==> src/rtl/button_input_ctrl.sv <==
`default_nettype none
// ============================================================================
// Module  : button_input_ctrl
// Brief   : N-channel button front end: 2-flop sync, debounce, press/release
//           pulses, per-button auto-repeat (BUTTON_AUTOREPEAT_EN) and an
//           all-buttons chord pulse.
// Rev     : 1.0  initial release
// ============================================================================
module button_input_ctrl #(
    parameter int NUM_BUTTONS    = 4,
    parameter int DEBOUNCE_LIMIT = 250000,
    parameter int REPEAT_DELAY   = 12500000,
    parameter int REPEAT_PERIOD  = 2500000,
    parameter int CHORD_HOLD     = 25000000
) (
    input  logic                   i_Clk,
    input  logic                   i_Rst_L,
    input  logic [NUM_BUTTONS-1:0] i_Buttons,
    output logic [NUM_BUTTONS-1:0] o_Debounced,
    output logic [NUM_BUTTONS-1:0] o_Press,
    output logic [NUM_BUTTONS-1:0] o_Release,
    output logic [NUM_BUTTONS-1:0] o_Repeat,
    output logic                   o_Chord
);

    localparam int DB_W = $clog2(DEBOUNCE_LIMIT);
    localparam int CH_W = $clog2(CHORD_HOLD);

    if (NUM_BUTTONS < 1 || NUM_BUTTONS > 8 || DEBOUNCE_LIMIT < 2 ||
        REPEAT_DELAY < 2 || REPEAT_PERIOD < 2 || CHORD_HOLD < 2) begin : g_param_check
        $error("button_input_ctrl: parameter out of range");
    end

    typedef enum logic [1:0] {
        CH_ARMED = 2'd0,
        CH_COUNT = 2'd1,
        CH_FIRED = 2'd2
    } chord_state_t;

    logic [NUM_BUTTONS-1:0] sync1_q, sync2_q;
    logic [NUM_BUTTONS-1:0] deb_q, deb_d;
    logic [NUM_BUTTONS-1:0] press_q, release_q;
    logic [NUM_BUTTONS-1:0] deb_rise, deb_fall;

    chord_state_t           chord_state_q, chord_state_d;
    logic [CH_W-1:0]        chord_cnt_q, chord_cnt_d;
    logic                   chord_q, chord_d;
    logic                   all_held_d;

    assign deb_rise   = deb_d & ~deb_q;
    assign deb_fall   = ~deb_d & deb_q;
    assign all_held_d = &deb_d;

    // Per-channel debounce: accept a new level after DEBOUNCE_LIMIT
    // consecutive synced samples that disagree with the current level.
    for (genvar g = 0; g < NUM_BUTTONS; g++) begin : g_chan
        logic [DB_W-1:0] db_cnt_q, db_cnt_d;
        logic            deb_bit_d;

        always_comb begin
            db_cnt_d  = '0;
            deb_bit_d = deb_q[g];
            if (sync2_q[g] != deb_q[g]) begin
                if (db_cnt_q == DB_W'(DEBOUNCE_LIMIT - 1)) begin
                    deb_bit_d = sync2_q[g];
                end else begin
                    db_cnt_d = db_cnt_q + DB_W'(1);
                end
            end
        end

        assign deb_d[g] = deb_bit_d;

        always_ff @(posedge i_Clk or negedge i_Rst_L) begin
            if (!i_Rst_L) begin
                db_cnt_q <= '0;
            end else begin
                db_cnt_q <= db_cnt_d;
            end
        end
    end

`ifdef BUTTON_AUTOREPEAT_EN
    localparam int RPT_MAX = (REPEAT_DELAY > REPEAT_PERIOD) ? REPEAT_DELAY : REPEAT_PERIOD;
    localparam int RPT_W   = $clog2(RPT_MAX);

    typedef enum logic [1:0] {
        RP_IDLE  = 2'd0,
        RP_DELAY = 2'd1,
        RP_RPT   = 2'd2
    } rpt_state_t;

    logic [NUM_BUTTONS-1:0] repeat_q, rpt_pulse_d;

    for (genvar g = 0; g < NUM_BUTTONS; g++) begin : g_rpt
        rpt_state_t       rpt_state_q, rpt_state_d;
        logic [RPT_W-1:0] rpt_cnt_q, rpt_cnt_d;
        logic             pulse_d;

        always_comb begin
            rpt_state_d = rpt_state_q;
            rpt_cnt_d   = '0;
            pulse_d     = 1'b0;
            if (deb_fall[g]) begin
                rpt_state_d = RP_IDLE;
            end else begin
                case (rpt_state_q)
                    RP_IDLE: begin
                        if (deb_rise[g]) begin
                            rpt_state_d = RP_DELAY;
                            pulse_d     = 1'b1;
                        end
                    end
                    RP_DELAY: begin
                        if (rpt_cnt_q == RPT_W'(REPEAT_DELAY - 1)) begin
                            rpt_state_d = RP_RPT;
                            pulse_d     = 1'b1;
                        end else begin
                            rpt_cnt_d = rpt_cnt_q + RPT_W'(1);
                        end
                    end
                    RP_RPT: begin
                        if (rpt_cnt_q == RPT_W'(REPEAT_PERIOD - 1)) begin
                            pulse_d = 1'b1;
                        end else begin
                            rpt_cnt_d = rpt_cnt_q + RPT_W'(1);
                        end
                    end
                    default: rpt_state_d = RP_IDLE;
                endcase
            end
        end

        assign rpt_pulse_d[g] = pulse_d;

        always_ff @(posedge i_Clk or negedge i_Rst_L) begin
            if (!i_Rst_L) begin
                rpt_state_q <= RP_IDLE;
                rpt_cnt_q   <= '0;
            end else begin
                rpt_state_q <= rpt_state_d;
                rpt_cnt_q   <= rpt_cnt_d;
            end
        end
    end

    always_ff @(posedge i_Clk or negedge i_Rst_L) begin
        if (!i_Rst_L) begin
            repeat_q <= '0;
        end else begin
            repeat_q <= rpt_pulse_d;
        end
    end

    assign o_Repeat = repeat_q;
`else
    assign o_Repeat = press_q;
`endif

    // Chord tracks the next-state debounced vector so the count starts on the
    // same edge the last button's debounced level rises.
    always_comb begin
        chord_state_d = chord_state_q;
        chord_cnt_d   = '0;
        chord_d       = 1'b0;
        case (chord_state_q)
            CH_ARMED: begin
                if (all_held_d) chord_state_d = CH_COUNT;
            end
            CH_COUNT: begin
                if (!all_held_d) begin
                    chord_state_d = CH_ARMED;
                end else if (chord_cnt_q == CH_W'(CHORD_HOLD - 1)) begin
                    chord_state_d = CH_FIRED;
                    chord_d       = 1'b1;
                end else begin
                    chord_cnt_d = chord_cnt_q + CH_W'(1);
                end
            end
            CH_FIRED: begin
                if (!all_held_d) chord_state_d = CH_ARMED;
            end
            default: chord_state_d = CH_ARMED;
        endcase
    end

    always_ff @(posedge i_Clk or negedge i_Rst_L) begin
        if (!i_Rst_L) begin
            sync1_q       <= '0;
            sync2_q       <= '0;
            deb_q         <= '0;
            press_q       <= '0;
            release_q     <= '0;
            chord_state_q <= CH_ARMED;
            chord_cnt_q   <= '0;
            chord_q       <= 1'b0;
        end else begin
            sync1_q       <= i_Buttons;
            sync2_q       <= sync1_q;
            deb_q         <= deb_d;
            press_q       <= deb_rise;
            release_q     <= deb_fall;
            chord_state_q <= chord_state_d;
            chord_cnt_q   <= chord_cnt_d;
            chord_q       <= chord_d;
        end
    end

    assign o_Debounced = deb_q;
    assign o_Press     = press_q;
    assign o_Release   = release_q;
    assign o_Chord     = chord_q;

endmodule
`default_nettype wire

==> config.mk <==
export PLATFORM = sky130hd
export DESIGN_NAME = button_input_ctrl
export DESIGN_NICKNAME = d
export VERILOG_FILES = /design/src/rtl/button_input_ctrl.sv
export SDC_FILE = /design/constraint.sdc
export NUM_CORES = 1
export LEC_CHECK = 0
export BUFFER_PORTS_ARGS = -buffer_cell sky130_fd_sc_hd__buf_2
export CAP_MARGIN = 20
export CORE_MARGIN = 2
export CORE_UTILIZATION = 61
export DETAILED_ROUTE_END_ITERATION = 8
export GPL_TIMING_DRIVEN = 0
export PLACE_DENSITY = 0.88
export SLEW_MARGIN = 20
export SYNTH_ARGS = -nofsm -noshare
export SYNTH_HDL_FRONTEND = slang
export SYNTH_SLANG_ARGS = --single-unit
==> constraint.sdc <==
create_clock -name i_Clk -period 3.17 [get_ports i_Clk]
set_input_delay 0.1585 -clock i_Clk [delete_from_list [all_inputs] [get_ports i_Clk]]
set_output_delay 0.1585 -clock i_Clk [all_outputs]
set_load 0.01 [all_outputs]
### Word-level counts from Yosys, hierarchy flattened

Index checks and enable logic that the tools add are counted.

| word-level totals | value |
|---|---|
| output and inout port bits | 17 |
| register bits after elaboration | 120 |
| logic and storage cells | 65 |
| input port bits | 6 |

| operators by class | value |
|---|---|
| reduce and logical (&&, ||, !) cells | 3 |
| bitwise operators | 4 |
| multiplexer cells | 27 |
| equal/unequal tests | 14 |
| add/subtract/negate cells | 5 |

Operators with widths:

| cell | number |
|---|---|
| two-way mux 18 bit | 8 |
| two-way mux 25 bit | 3 |
| adder 18 x 1 -> 18 bit (second input constant) | 4 |
| == test 18 bit (second input constant) | 4 |
| adder 25 x 1 -> 25 bit (second input constant) | 1 |
| == test 25 bit (second input constant) | 1 |
| two-way mux 1 bit | 11 |
| bitwise AND 4 bit | 2 |
| two-way mux 2 bit | 4 |
| inverter 4 bit | 2 |
| case mux 2 bit (3 select lines) | 1 |
| != test 1 bit | 4 |
| != test 2 bit (second input constant) | 2 |
| AND reduction 4 bit | 1 |
| != test 3 bit (second input constant) | 1 |
| AND reduction 3 bit | 1 |
| == test 2 x 1 -> 1 bit (second input constant) | 1 |
| == test 2 bit (second input constant) | 1 |
| zero test 2 bit | 1 |

### Depth between registers and ports, before layout

| depth | value |
|---|---|
| word-level depth | 6 |
| depth in mapped cells | 9 |
| mapped depth without buffers | 7 |

### Least setup slack after synthesis

Ideal clock, no wire load.

| timing path | value |
|---|---|
| path type | register to register |
| start | reg g_chan[1].db_cnt_q[5] |
| end | reg chord_cnt_q[20] |
| arrival time | 2.199 ns |
| required time | 3.099 ns |
| slack | 0.900 ns |
| stages on the path, launching flop included | 9 |
| library setup time | 0.071 ns |
| cell sequence | dfrtp_1 > or4_4 > nor3_4 > nand3_1 > a22oi_2 > or4b_1 > buf_2 > buf_6 > nor2_1 |

| between the ends | value |
|---|---|
| longest elaborated chain between the ends | 6 |

Ends and longest elaborated chain:

| item | line | RTL |
|---|---|---|
| from (decl) | 57 | `logic [DB_W-1:0] db_cnt_q, db_cnt_d;` |
| from (signal assigned) | 78 | `db_cnt_q <= db_cnt_d;` |
| == test 18 bit | 64 | `if (db_cnt_q == DB_W'(DEBOUNCE_LIMIT - 1)) begin` |
| two-way mux 1 bit | 64 |  |
| two-way mux 1 bit | 63 | `if (sync2_q[g] != deb_q[g]) begin` |
| AND reduction 4 bit | 52 | `assign all_held_d = &deb_d;` |
| two-way mux 25 bit | 171 | `if (!all_held_d) begin` |
| two-way mux 25 bit | 166 | `case (chord_state_q)` |
| named net chord_cnt_d[20] | 46 | `logic [CH_W-1:0] chord_cnt_q, chord_cnt_d;` |
| to (signal assigned) | 204 | `chord_cnt_q <= chord_cnt_d;` |
| to (decl) | 46 |  |

The timed path passes the listed nets, and every way through them passes these cells.
A chain may end at the register's enable or synchronous reset.

### Worst setup path after layout

| timing path | value |
|---|---|
| start | reg g_chan[0].db_cnt_q[0] |
| end | reg chord_cnt_q[12] |

| between the ends | value |
|---|---|
| longest elaborated chain between the ends | 6 |

Ends and longest elaborated chain:

| item | line |
|---|---|
| from (decl) | 57 |
| from (signal assigned) | 78 |
| == test 18 bit | 64 |
| two-way mux 1 bit | 64 |
| two-way mux 1 bit | 63 |
| AND reduction 4 bit | 52 |
| two-way mux 25 bit | 171 |
| two-way mux 25 bit | 166 |
| named net chord_cnt_d[12] | 46 |

The timed path passes the listed nets, and every way through them passes these cells.

==> results.py <==
metrics = {
    "run_status": {
        "status": "complete, no violations",
    },
    "timing": {
        "hold_viol": 0,
        "hold_ws_ns": 0.1601,
        "max_freq_mhz": 372.8,
        "post-route-min-period_ns": 2.682,
        "max_slew.worst_pin.slew_ns": 0.7311,
        "skew_ns": 0.005313,
        "slew_headroom": 0.5081,
        "setup_tns_ns": 0,
        "post-route-period-util": 0.8461,
        "rsz0062_at_grt": "no",
        "setup_viol": 0,
        "report.final.slew_viol_count": 0,
        "finalWorstSetupSlack_ns": 0.4879,
    },
    "power": {
        "p_leak_nw": 2.882,
        "internal_power_mw": 2.841,
        "power_switching_mw": 0.7290,
        "ir_drop_v": 0.0004624,
        "clkPwrFrac": 0.538,
        "p_seq_frac": 0.439,
        "combPwrFrac": 0.023,
        "power_density_nw_per_um2": 558.0,
        "switching_share": 0.2042,
    },
    "cts": {
        "cts_buffer_depth": 2,
        "cts_max_level": 4,
        "ctsResizeCount": 0,
        "cts_made_buffers": 17,
        "path_clk_slew_ns": 0.06,
        "cts_sinks": 120,
        "tritoncts": "built",
        "clkLatencyLatePin_ns": 0.51,
        "cts-root-buf": "clkbuf_8",
    },
    "cells_and_area": {
        "fin_area_um2": 6397,
        "nNetsFinal": 588,
        "num_antenna_cells": 0,
        "area_delta_synth_final_pct": 16.60,
        "drive_above_1_share": 0.1070,
        "multi_input_area_um2": 2407,
        "seq_area_um2": 3003,
        "fillers": 575,
        "final_cells": 697,
    },
    "placed_design": {
        "post-place-cells": 661,
        "hpwl_um": 7009,
        "portBuffers": 22,
        "placed_area_um2": 5766,
        "dpl_worst_slack_ns": 0.5394,
        "gp_congestion": 0.8555,
    },
    "global_route": {
        "grt_max_degree": 70,
        "grt-ovfl-total": 0,
        "first_global_vias": 4174,
        "grt_usage": 0.2531,
        "antenna_found_initial": 0,
        "grt_first_pass_wirelength_um": 19510,
    },
    "route": {
        "drc_errors": 0,
        "postRouteAntennaNets": 0,
        "viasPerCell": 5.786,
        "wl_per_cell_um": 16.24,
        "drt_iter0_markers": 227,
        "wl_um": 11320,
        "vias": 4033,
        "drt_first_pass_iters": 5,
    },
    "logic_synthesis": {
        "syn_nets": 541,
        "syn_avg_cell_area_um2": 10.35,
        "synthFlopType": "dfrtp_1",
        "synth-edff-count": 0,
        "yosysSeqAreaShare": 0.5473,
        "async_flop_share": 1.000,
        "synth_cell_types": 38,
        "syn_area_um2": 5487,
        "ys_ff_latch": 120,
        "yosys_warnings": 0,
        "synthCells": 530,
    },
    "critical_path": {
        "cp_max_fo": 10,
        "worstSetupPathType": "reg -> reg",
        "crit_arrival_ns": 3.12,
        "crit_path_end_kind": "flip-flop",
        "required_ns": 3.61,
        "cp-start-kind": "flip-flop",
    },
    "floorplanning": {
        "rows": 34,
        "die_w_um": 98.84,
        "io_pins": 23,
        "core-area_um2": 8721,
        "start_util": 0.6291,
        "dieArea_um2": 9769,
        "die_height_um": 98.84,
    },
    "run": {
        "cap_violations": 0,
    },
    "hold_path": {
        "hold_class": "in -> async",
    },
}
[worst max-delay path, stage by stage, from the launching register on]
cell	delay [ns]
dfrtp_1	0.36
ha_1	0.28
nand3_1	0.14
nor4_1	0.31
nand3_1	0.30
mux2i_1	0.23
or4b_1	0.53
buf_2	0.19
buf_6	0.15
nor2_1	0.12
[metrics by stage]
step           power, mW  utilization
6_report           3.570       0.7336
5_1_grt            3.675       0.7336
4_1_cts            3.590       0.7336
3_5_place_dp       1.671       0.6611
3_3_place_gp       1.661       0.6572
2_1_floorplan      1.620            -
[cells by family (layout without fill, tap and decap cells)]
| logic type | Yosys count | after routing | share of synthesized area |
|---|---|---|---|
| adder cells (fa/ha/maj) | 5 | 5 | 0.01140 |
| flip-flops | 120 | 120 | 0.5473 |
| multiplexers | 2 | 2 | 0.003649 |
| XOR/XNOR | 91 | 91 | 0.1453 |
| buffers and inverters | 14 | 73 | 0.01391 |
| AND/OR/NAND/NOR | 292 | 292 | 0.2689 |
| AO/OA/AOI/OAI | 6 | 6 | 0.009578 |
[cell type report]
type / count / area share
sequential: 120 / 0.4694
multi-input combinational: 396 / 0.3763
clock buffer: 21 / 0.06708
timing repair buffer: 28 / 0.03031
clock inverter: 10 / 0.02386
tap: 108 / 0.02112
buffer: 10 / 0.009583
inverter: 4 / 0.002347
[routing by layer]
layer  track usage  up-vias  share of wire  wire length (µm)
li1              -     1896              -                 -
met1        0.3052     1982           0.43              4843
met2        0.4200      131           0.51              5725
met3       0.07943       24          0.048               538
met4        0.1106        0          0.019               212
met5             0        -              0                 0
[power by group through the flow]
| stage | registers [mW] | clock network, mW | logic [mW] |
|---|---|---|---|
| floorplan | 1.59 | 0 | 0.0315 |
| global placement | 1.59 | 0 | 0.0704 |
| detailed placement | 1.59 | 0 | 0.0788 |
| CTS | 1.57 | 1.94 | 0.0851 |
| global route | 1.57 | 2.01 | 0.0960 |
| finish | 1.57 | 1.92 | 0.0823 |
[flip-flops by register name (all words and copies together), names as in the netlist]
signal,count
sync2_q,4
sync1_q,4
o_Debounced,4
chord_state_q,2
o_Press,4
o_Release,4
g_chan.db_cnt_q,72
chord_cnt_q,25
o_Chord,1
[repair_timing]
| item | in CTS | in global routing |
|---|---|---|
| hold endpoints to repair | 55 | 0 |
| buffers inserted | 0 | 0 |
| hold buffers | 5 | 0 |
[path summary, 6_finish.rpt]
check | startpoint | endpoint | slack (ns) | cells past startpoint
worst max register to register | g_chan[0].db_cnt_q[0]$_DFF_PN0_ | chord_cnt_q[12]$_DFF_PN0_ | 0.49 | 9
max in group asynchronous | i_Rst_L | chord_cnt_q[19]$_DFF_PN0_ | 2.33 | 3
worst min-delay path | i_Rst_L | g_chan[0].db_cnt_q[14]$_DFF_PN0_ | 0.16 | 2
min in group i_Clk | i_Buttons[0] | sync1_q[0]$_DFF_PN0_ | 0.29 | 2
worst max-delay path | g_chan[0].db_cnt_q[0]$_DFF_PN0_ | chord_cnt_q[12]$_DFF_PN0_ | 0.49 | 9
worst min register to register | sync1_q[2]$_DFF_PN0_ | sync2_q[2]$_DFF_PN0_ | 0.36 | 0
[synthesized netlist by cell type (3+ instances only)]
cell | count | area [µm²]
xor2_1 | 63 | 551.8
and4_1 | 9 | 78.83
nor4_1 | 8 | 50.05
nor2b_1 | 3 | 18.77
nand4_1 | 19 | 118.9
and3_1 | 17 | 106.4
nand2_1 | 40 | 150.1
buf_4 | 4 | 30.03
clkbuf_1 | 4 | 15.01
xnor2_1 | 28 | 245.2
nor2_1 | 110 | 412.9
ha_1 | 5 | 62.56
and2_1 | 9 | 56.30
nor3_1 | 7 | 35.03
nand3_1 | 42 | 210.2
inv_1 | 4 | 15.01
nand2b_1 | 3 | 18.77
dfrtp_1 | 120 | 3003
nor3b_1 | 9 | 67.56
nor4b_1 | 4 | 35.03
[cell usage in the layout, fill, tap and decap left out, types with 2 or more instances in the layout]
| cell | n |
|---|---|
| mux2i_1 | 2 |
| clkbuf_16 | 16 |
| nand2b_1 | 3 |
| nand2_1 | 40 |
| clkbuf_1 | 8 |
| buf_2 | 22 |
| xnor2_1 | 28 |
| clkinv_2 | 5 |
| nand3_1 | 42 |
| or4_1 | 2 |
| and4_1 | 9 |
| nand4b_1 | 2 |
| nor2b_1 | 3 |
| nor3b_1 | 9 |
| inv_1 | 4 |
| nor2_1 | 110 |
| and3_1 | 17 |
| ha_1 | 5 |
| nor4_1 | 8 |
| xor2_1 | 63 |
| dfrtp_1 | 120 |
| buf_6 | 2 |
| dlygate4sd3_1 | 5 |
| a21bo_2 | 2 |
| nor3_1 | 7 |
| nor4b_1 | 4 |
| buf_4 | 4 |
| nand4_1 | 19 |
| and2_1 | 9 |
| bufinv_16 | 4 |
Power figures use the tool's default switching activity.
